### config.mk
export PLATFORM = sky130hd
export DESIGN_NAME = ceres_clint
export DESIGN_NICKNAME = d
export VERILOG_FILES = /design/src/rtl/ceres_clint.sv
export SDC_FILE = /design/constraint.sdc
export NUM_CORES = 1
export LEC_CHECK = 0
export CAP_MARGIN = 15
export CORE_AREA = 5 5 165 167
export CTS_CLUSTER_SIZE = 40
export DETAILED_ROUTE_END_ITERATION = 7
export DIE_AREA = 0 0 170 172
export PLACE_DENSITY = 0.6
export SYNTH_ARGS = -nofsm -noshare
export SYNTH_HDL_FRONTEND = slang
export SYNTH_SLANG_ARGS = --single-unit
export TNS_END_PERCENT = 30
### constraint.sdc
create_clock -name clk_i -period 8.3 [get_ports clk_i]
set_input_delay 2.49 -clock clk_i [delete_from_list [all_inputs] [get_ports clk_i]]
set_output_delay 2.49 -clock clk_i [all_outputs]
set_load 0.05 [all_outputs]
### src/rtl/ceres_clint.sv
// ceres_clint: multi-hart core-local interruptor for the CERES SoC.
// Provides one shared prescaled 64-bit mtime, plus a per-hart mtimecmp and msip,
// behind a registered valid/ready port with one outstanding response.
module ceres_clint #(
  parameter int unsigned NUM_HARTS    = 1,
  parameter int unsigned TICK_DIV     = 1,
  parameter logic [63:0] MTIMECMP_RST = '1
) (
  input  logic                 clk_i,
  input  logic                 rst_i,
  input  logic                 req_valid_i,
  output logic                 req_ready_o,
  input  logic [15:0]          req_addr_i,
  input  logic                 req_we_i,
  input  logic [31:0]          req_wdata_i,
  input  logic [3:0]           req_wstrb_i,
  output logic                 res_valid_o,
  input  logic                 res_ready_i,
  output logic [31:0]          res_rdata_o,
  output logic                 res_err_o,
  output logic [NUM_HARTS-1:0] mtip_o,
  output logic [NUM_HARTS-1:0] msip_o
);

  localparam logic [15:0] TICK_LAST = 16'(TICK_DIV - 1);

  logic [15:0]          presc_q, presc_d;
  logic                 tick;
  logic [63:0]          mtime_q, mtime_d;
  logic [63:0]          mtimecmp_q [NUM_HARTS];
  logic [63:0]          mtimecmp_d [NUM_HARTS];
  logic [NUM_HARTS-1:0] msip_q, msip_d;
  logic [NUM_HARTS-1:0] mtip_q, mtip_d;
  logic                 res_valid_q, res_valid_d;
  logic                 res_err_q, res_err_d;
  logic [31:0]          res_rdata_q, res_rdata_d;

  logic                 accept;
  logic                 wrEn;
  logic [NUM_HARTS-1:0] msipSel;
  logic [NUM_HARTS-1:0] cmpSel;
  logic [12:0]          cmpIdx;
  logic                 cmpUpper;
  logic                 mtimeLoSel;
  logic                 mtimeHiSel;
  logic                 mapped;
  logic [31:0]          readData;
  logic                 unusedAddrBits;

  // The two lowest address bits select a byte inside a word and carry no meaning here.
  assign unusedAddrBits = ^req_addr_i[1:0];

  // Byte-lane merge: lanes with a clear strobe keep their old contents.
  function automatic logic [31:0] mergeBytes(input logic [31:0] oldVal,
                                             input logic [31:0] newVal,
                                             input logic [3:0]  strb);
    logic [31:0] res;
    res = oldVal;
    for (int b = 0; b < 4; b++) begin
      if (strb[b]) res[8*b +: 8] = newVal[8*b +: 8];
    end
    return res;
  endfunction

  // Only one response may be outstanding; a consumed response frees the slot in the same cycle.
  assign req_ready_o = ~res_valid_q | res_ready_i;
  assign accept      = req_valid_i & req_ready_o;
  assign wrEn        = accept & req_we_i & (|req_wstrb_i);

  // Address decode: hart-indexed msip and mtimecmp windows, plus the two mtime words.
  always_comb begin
    msipSel    = '0;
    cmpSel     = '0;
    cmpIdx     = req_addr_i[15:3] - 13'h0800;
    cmpUpper   = req_addr_i[2];
    mtimeLoSel = (req_addr_i[15:2] == 14'h2FFE);
    mtimeHiSel = (req_addr_i[15:2] == 14'h2FFF);
    for (int h = 0; h < NUM_HARTS; h++) begin
      msipSel[h] = (req_addr_i[15:14] == 2'b00) && (req_addr_i[13:2] == 12'(h));
      cmpSel[h]  = (req_addr_i[15:14] != 2'b00) && (req_addr_i[15:2] < 14'h2FFE) &&
                   (cmpIdx == 13'(h));
    end
    mapped = (|msipSel) | (|cmpSel) | mtimeLoSel | mtimeHiSel;
  end

  // Read mux over the current register contents; unmapped offsets read as zero.
  always_comb begin
    readData = '0;
    for (int h = 0; h < NUM_HARTS; h++) begin
      if (msipSel[h]) readData = {31'b0, msip_q[h]};
      if (cmpSel[h])  readData = cmpUpper ? mtimecmp_q[h][63:32] : mtimecmp_q[h][31:0];
    end
    if (mtimeLoSel) readData = mtime_q[31:0];
    if (mtimeHiSel) readData = mtime_q[63:32];
  end

  // Timer state: prescaler, mtime with write-over-tick priority, per-hart compare and msip.
  always_comb begin
    tick    = (presc_q == TICK_LAST);
    presc_d = tick ? 16'd0 : presc_q + 16'd1;
    mtime_d = tick ? mtime_q + 64'd1 : mtime_q;
    if (wrEn && mtimeLoSel) begin
      mtime_d = {mtime_q[63:32], mergeBytes(mtime_q[31:0], req_wdata_i, req_wstrb_i)};
    end else if (wrEn && mtimeHiSel) begin
      mtime_d = {mergeBytes(mtime_q[63:32], req_wdata_i, req_wstrb_i), mtime_q[31:0]};
    end
    for (int h = 0; h < NUM_HARTS; h++) begin
      mtimecmp_d[h] = mtimecmp_q[h];
      msip_d[h]     = msip_q[h];
      if (wrEn && cmpSel[h]) begin
        if (cmpUpper) begin
          mtimecmp_d[h][63:32] = mergeBytes(mtimecmp_q[h][63:32], req_wdata_i, req_wstrb_i);
        end else begin
          mtimecmp_d[h][31:0] = mergeBytes(mtimecmp_q[h][31:0], req_wdata_i, req_wstrb_i);
        end
      end
      if (wrEn && msipSel[h] && req_wstrb_i[0]) msip_d[h] = req_wdata_i[0];
      mtip_d[h] = (mtime_d >= mtimecmp_d[h]);
    end
  end

  // Response slot: load on accept, clear once consumed, otherwise hold stable.
  always_comb begin
    res_valid_d = res_valid_q;
    res_rdata_d = res_rdata_q;
    res_err_d   = res_err_q;
    if (accept) begin
      res_valid_d = 1'b1;
      res_rdata_d = req_we_i ? 32'd0 : readData;
      res_err_d   = ~mapped;
    end else if (res_ready_i) begin
      res_valid_d = 1'b0;
    end
  end

  // State registers with synchronous reset.
  always_ff @(posedge clk_i) begin
    if (rst_i) begin
      presc_q     <= '0;
      mtime_q     <= '0;
      msip_q      <= '0;
      mtip_q      <= '0;
      res_valid_q <= 1'b0;
      res_rdata_q <= '0;
      res_err_q   <= 1'b0;
      for (int h = 0; h < NUM_HARTS; h++) mtimecmp_q[h] <= MTIMECMP_RST;
    end else begin
      presc_q     <= presc_d;
      mtime_q     <= mtime_d;
      msip_q      <= msip_d;
      mtip_q      <= mtip_d;
      res_valid_q <= res_valid_d;
      res_rdata_q <= res_rdata_d;
      res_err_q   <= res_err_d;
      for (int h = 0; h < NUM_HARTS; h++) mtimecmp_q[h] <= mtimecmp_d[h];
    end
  end

  assign res_valid_o = res_valid_q;
  assign res_rdata_o = res_rdata_q;
  assign res_err_o   = res_err_q;
  assign mtip_o      = mtip_q;
  assign msip_o      = msip_q;

endmodule

# ---- Word level (Yosys, flattened, before mapping)
# Memory sizes are Yosys's and may differ from the RTL's.
# Index checks and enable logic that the tools add are counted.
dict set report classes {
  add_sub_neg 3
  n_eq_ne 2
  reduce_logical 17
  n_mux 35
  order_cmp 2
  bitwise 9
}
# operator count
set ops {}
lappend ops {{$mux W64} 5}
lappend ops {{$mux W32} 7}
lappend ops {{$mux W8} 16}
lappend ops {{$add A64 B1 Y64 const B} 1}
lappend ops {{$ge A64 B64 Y1} 1}
lappend ops {{$reduce_or A64 Y1} 1}
lappend ops {{$eq A14 B14 Y1 const B} 2}
lappend ops {{$add A16 B1 Y16 const B} 1}
lappend ops {{$logic_not A16 Y1} 1}
lappend ops {{$lt A14 B14 Y1 const B} 1}
lappend ops {{$logic_not A13 Y1} 1}
lappend ops {{$sub A13 B12 Y13 const B} 1}
lappend ops {{$logic_not A12 Y1} 1}
lappend ops {{$logic_and A1 B1 Y1} 8}
lappend ops {{$mux W1} 7}
lappend ops {{$or A1 B1 Y1} 4}
lappend ops {{$reduce_bool A2 Y1} 2}
lappend ops {{$reduce_or A4 Y1} 1}
lappend ops {{$and A1 B1 Y1} 3}
lappend ops {{$logic_not A2 Y1} 1}
lappend ops {{$not A1 Y1} 2}
lappend ops {{$reduce_or A2 Y1} 1}
dict set report totals {
  ram_bits 64
  output_inout_bits 37
  reg_bits 116
  wordCells 76
  mem_count 1
}
# name words word_bits rd rd_ports_with_merged_regs wr line
set mem_list {}
lappend mem_list {mtimecmp_q 1 64 1 0 1 30} ;# logic [63:0] mtimecmp_q [NUM_HARTS];

# ---- Longest topological paths before layout
dict set report logic_depth {
  word_depth 9
  mapped_depth 17
  depth_no_buf 15
}

# ---- Worst setup path after synthesis
# No wires, ideal clock.
dict set report synth_timing {
  kind {input to register}
  startpoint {input port res_ready_i}
  endpoint {register mtip_q, in the netlist mtip_o}
  arrival_ns 6.086
  setup_slack_ns 2.082
  setup_time_ns 0.132
  cell_stages 14
  path_cell_list {nand2b_1 -> clkbuf_1 -> nand3_1 -> or2_2 -> clkbuf_1 -> nor3_2 -> mux2i_1 -> ha_1 -> a21o_1 -> nand3_1 -> a21oi_1 -> o311a_1 -> o41ai_1 -> a31oi_1}
}
dict set report synth_via {
  elab_chain_cells 8
  word_cells_on_any_way 11
  classes_between {1 x order compare; 3 x mux; 4 x bitwise; 3 x reduce/logical}
}
# element line
set synth_lines {}
lappend synth_lines {{start: declaration} 18} ;# input logic res_ready_i,
lappend synth_lines {{$or A1 B1 Y1 (*)} 66} ;# assign req_ready_o = ~res_valid_q | res_ready_i;
lappend synth_lines {{net req_ready_o} 12} ;# output logic req_ready_o,
lappend synth_lines {{$and A1 B1 Y1 (*)} 67} ;# assign accept = req_valid_i & req_ready_o;
lappend synth_lines {{$and A1 B1 Y1 (*) (2 in a row)} 68} ;# assign wrEn = accept & req_we_i & (|req_wstrb_i);
lappend synth_lines {{$logic_and A1 B1 Y1} 104} ;# end else if (wrEn && mtimeHiSel) begin
lappend synth_lines {{$mux W64} 104}
lappend synth_lines {{$mux W64} 102} ;# if (wrEn && mtimeLoSel) begin
lappend synth_lines {{$ge A64 B64 Y1 (*)} 118} ;# mtip_d[h] = (mtime_d >= mtimecmp_d[h]);
lappend synth_lines {{end signal: assignment} 151} ;# mtip_q <= mtip_d;
lappend synth_lines {{end: declaration} 33} ;# logic [NUM_HARTS-1:0] mtip_q, mtip_d;
# Mark *: on every way through the listed nets, which the timed path passes. The rest lies on a longest branch.
# A chain may end at the register's enable or synchronous reset.

# ---- Final worst setup path
dict set report layout_timing {
  startpoint {input port req_wstrb_i[3]}
  endpoint {register mtip_q, in the netlist mtip_o}
}
dict set report layout_via {
  elab_chain_cells 6
  word_cells_on_any_way 15
  classes_between {1 x order compare; 9 x mux; 1 x bitwise; 4 x reduce/logical}
}
# element line
set layout_lines {}
lappend layout_lines {{start: declaration} 16} ;# input logic [3:0] req_wstrb_i,
lappend layout_lines {{$reduce_or A4 Y1 (*)} 68}
lappend layout_lines {{$and A1 B1 Y1 (*)} 68}
lappend layout_lines {{$logic_and A1 B1 Y1} 104}
lappend layout_lines {{$mux W64} 104}
lappend layout_lines {{$mux W64 (*)} 102}
lappend layout_lines {{net mtime_d[14]} 29} ;# logic [63:0] mtime_q, mtime_d;
lappend layout_lines {{$ge A64 B64 Y1 (*)} 118}
# Marked as above.

==> run metrics <==
Seq cells post-synth 180; CP cell instances clkdlybuf4s50_1, or4_1, nand4_1, o21ai_0, buf_4, or3_1, or2_2, nand3_1, ha_1, nand4_1, inv_1, a221oi_1, a21oi_1, o41ai_1, a31oi_1; first-pass GRT wire length 57200 microns; drt total wl 36900 microns; reg2reg path depth 15; critical path type primary input to flip-flop; Worst EP required 8.60 ns; most numerous cell in the Yosys netlist dfxtp_1; setup ws final 1.39 ns; final setup skew 0.0121 ns; final setup violation count 0; RSZ-0062 raised after global routing no; final max-slew violation count 0; Core Area 0.0256 sq mm; number of fillers in the final layout 2455; Hold Fails Final Rpt 0; Leak 4.97 nW; Critical R2R Capture mtip_o$_SDFF_PP0_; Root Buffer clkbuf_16; ys flop type dfxtp_1; VDD IR max 0.000103 V; die area 0.0292 sq mm; drt drc 0; FMAX 145 MHz; Yosys cell types 68; class of the worst hold path flip-flop to flip-flop; hold buffer count at CTS 0; initial drt markers 1039; top cells by area, synth dfxtp_1, mux2i_1, ha_1; Vias 10600; CTS Buf Count 17; cts repair resizes 0; fin crit share 0.833; Mapped Area 0.0111 sq mm; register clock-pin slew on the reported worst setup and hold paths 0.08 ns; Commonest cells post-synth dfxtp_1, mux2i_1, nor2_1; status complete, no violations; WHS Path Cells 2; PD cells 141 mW/mm^2; Port-buffer cells 91; EDFF count, synth 0; first-pass iteration count of the detailed router 6; number of global-route vias before repair 9951; Die H 172 microns; FFs w/ async S/R, synth 0; CP endpoint kind flip-flop; relative slew slack 0.283; layout cells sized above 1 0.0718; critical path arrival 7.21 ns; clk_lat worst skew 0.45 ns; pin count of the biggest net entering global routing 81; Synth Instances 1291; vias per cell 6.18; crit path max fanout 11; Max clock buf depth 2; Critical Path Start Type primary input; Syn-to-layout area delta 17.7%; Routed Antenna Nets 0; Avg Synthesized Cell Area 8.56 sq um; Routability Congestion 0.922; GRT Total Usage 0.249; slew at the pin closest to its max-slew limit 1.07 ns; Hold Crit Endpoint res_err_o$_SDFFE_PP0N_; row count 59; Syn Nets 1418; Routed WL per cell 21.5 microns; setup TNS 0 ns; crit-path most repeated cell nand4_1; crit-path max cell delay 0.61 ns; global route total overflow 0; leading area contributor after synthesis dfxtp_1; post-CTS setup buffers 0; DIE WIDTH 170 microns; Yosys top cell area share 0.326; slowest CP cell clkdlybuf4s50_1; I/O pin total 94; post-synthesis sequential area ratio 0.326; number of clock sinks 180; Max-cap violations 0; Ys Warns 0; HP Start res_err_o$_SDFFE_PP0N_; pre-CTS setup slack 1.05 ns; antenna violations before repair 1; reg2reg setup slack 3.29 ns; Starting Density 0.431; minimum clock period 6.91 ns; Post-DP HPWL 27100 microns; CTS tree yes; Reg-to-Reg Start presc_q[0]$_SDFF_PP0_; nets@finish 1493; H-tree depth 4
report_power, final:
| group | switching (mW) | total (mW) | internal, mW |
|---|---|---|---|
| clock | 0.424 | 0.859 | 0.435 |
| sequential | 0.00247 | 0.867 | 0.864 |
| combinational | 0.0648 | 0.112 | 0.0474 |
| total | 0.491 | 1.84 | 1.35 |
cells in the final DEF (no fill, tap or decap), types with 13 or more instances in the layout:
cell / instances
a211oi_1: 23
buf_4: 29
clkbuf_16: 17
nand2_1: 83
dfxtp_1: 180
a22o_1: 31
inv_1: 16
or3_1: 20
nor2_1: 95
nand3_1: 62
a21oi_1: 44
o211ai_1: 17
clkdlybuf4s50_1: 89
ha_1: 70
and3_1: 20
o21ai_0: 26
nor2b_1: 16
o22ai_1: 35
and2_1: 13
mux2i_1: 134
nand2b_1: 70
a31oi_1: 16
nor4_1: 35
nand4_1: 49
nor3_1: 50
through the flow:
step / area [sq um] / total power, mW / util / cells / hold WS, ns
after global routing: 13000 / 1.89 / 0.508 / 1715 / 0.482
after CTS: 13000 / 1.85 / 0.506 / 1712 / 0.462
final: 13000 / 1.84 / 0.508 / 1715 / 0.462
after global placement: 12400 / 0.996 / 0.483 / 1680 / 0.438
after floorplan: 11100 / 0.939 / - / 1291 / 0.438
after detailed placement: 12400 / 0.996 / 0.483 / 1680 / 0.449
worst max-delay path by stage:
stage                         startpoint                end  slack, ns  cells past startpoint
after floorplan              res_ready_i  mtip_o$_SDFF_PP0_       2.08                     14
after global placement    req_wstrb_i[3]  mtip_o$_SDFF_PP0_       1.03                     15
after detailed placement  req_wstrb_i[3]  mtip_o$_SDFF_PP0_       1.05                     15
after CTS                 req_wstrb_i[3]  mtip_o$_SDFF_PP0_       1.51                     15
after global routing      req_wstrb_i[3]  mtip_o$_SDFF_PP0_       1.14                     15
final                     req_wstrb_i[3]  mtip_o$_SDFF_PP0_       1.39                     15
layer usage:
layer | vias up | track usage | routed length [microns] | share of wire
met5 | - | 0 | 0 | 0
met4 | 0 | 0.0792 | 1030 | 0.028
met3 | 90 | 0.0524 | 2810 | 0.076
met2 | 436 | 0.397 | 16500 | 0.45
met1 | 5007 | 0.339 | 16600 | 0.45
li1 | 5064 | - | - | -
kinds of logic (layout without fill, tap and decap cells):
kind of cell | after synthesis | count (layout) | share of synthesized area
DFF | 180 | 180 | 0.326
adders and majority gates | 70 | 70 | 0.0792
other | 0 | 1 | 0
muxes | 145 | 145 | 0.133
and+or+nand+nor | 563 | 563 | 0.274
buffers and inverters | 80 | 168 | 0.0274
AOI/OAI and AO/OA | 243 | 243 | 0.153
xor gates and xnor gates | 10 | 10 | 0.00792
final cells by class:
type,count,area (sq um),area share
diodes,1,2.50,0.000192
clock buffers,17,425,0.0327
clock inverters,15,186,0.0143
inverters,16,60.1,0.00461
multi-input cells,1031,7170,0.551
flip-flops and latches,180,3600,0.277
well taps,335,419,0.0322
repair buffers,120,1150,0.0882
registers in the layout (all words and copies together), names as in the netlist:
register     flops
msip_o           1
mtime_q         64
mtimecmp_q      64
mtip_o           1
presc_q         16
res_err_o        1
res_rdata_o     32
res_valid_o      1
critical path, delay by kind of cell:
kind | cells | cell delay [ns]
simple gates | 6 | 2.00
compound gates | 5 | 1.51
buf+inv | 3 | 0.94
fa+ha+maj | 1 | 0.25
Power figures use the tool's default switching activity.
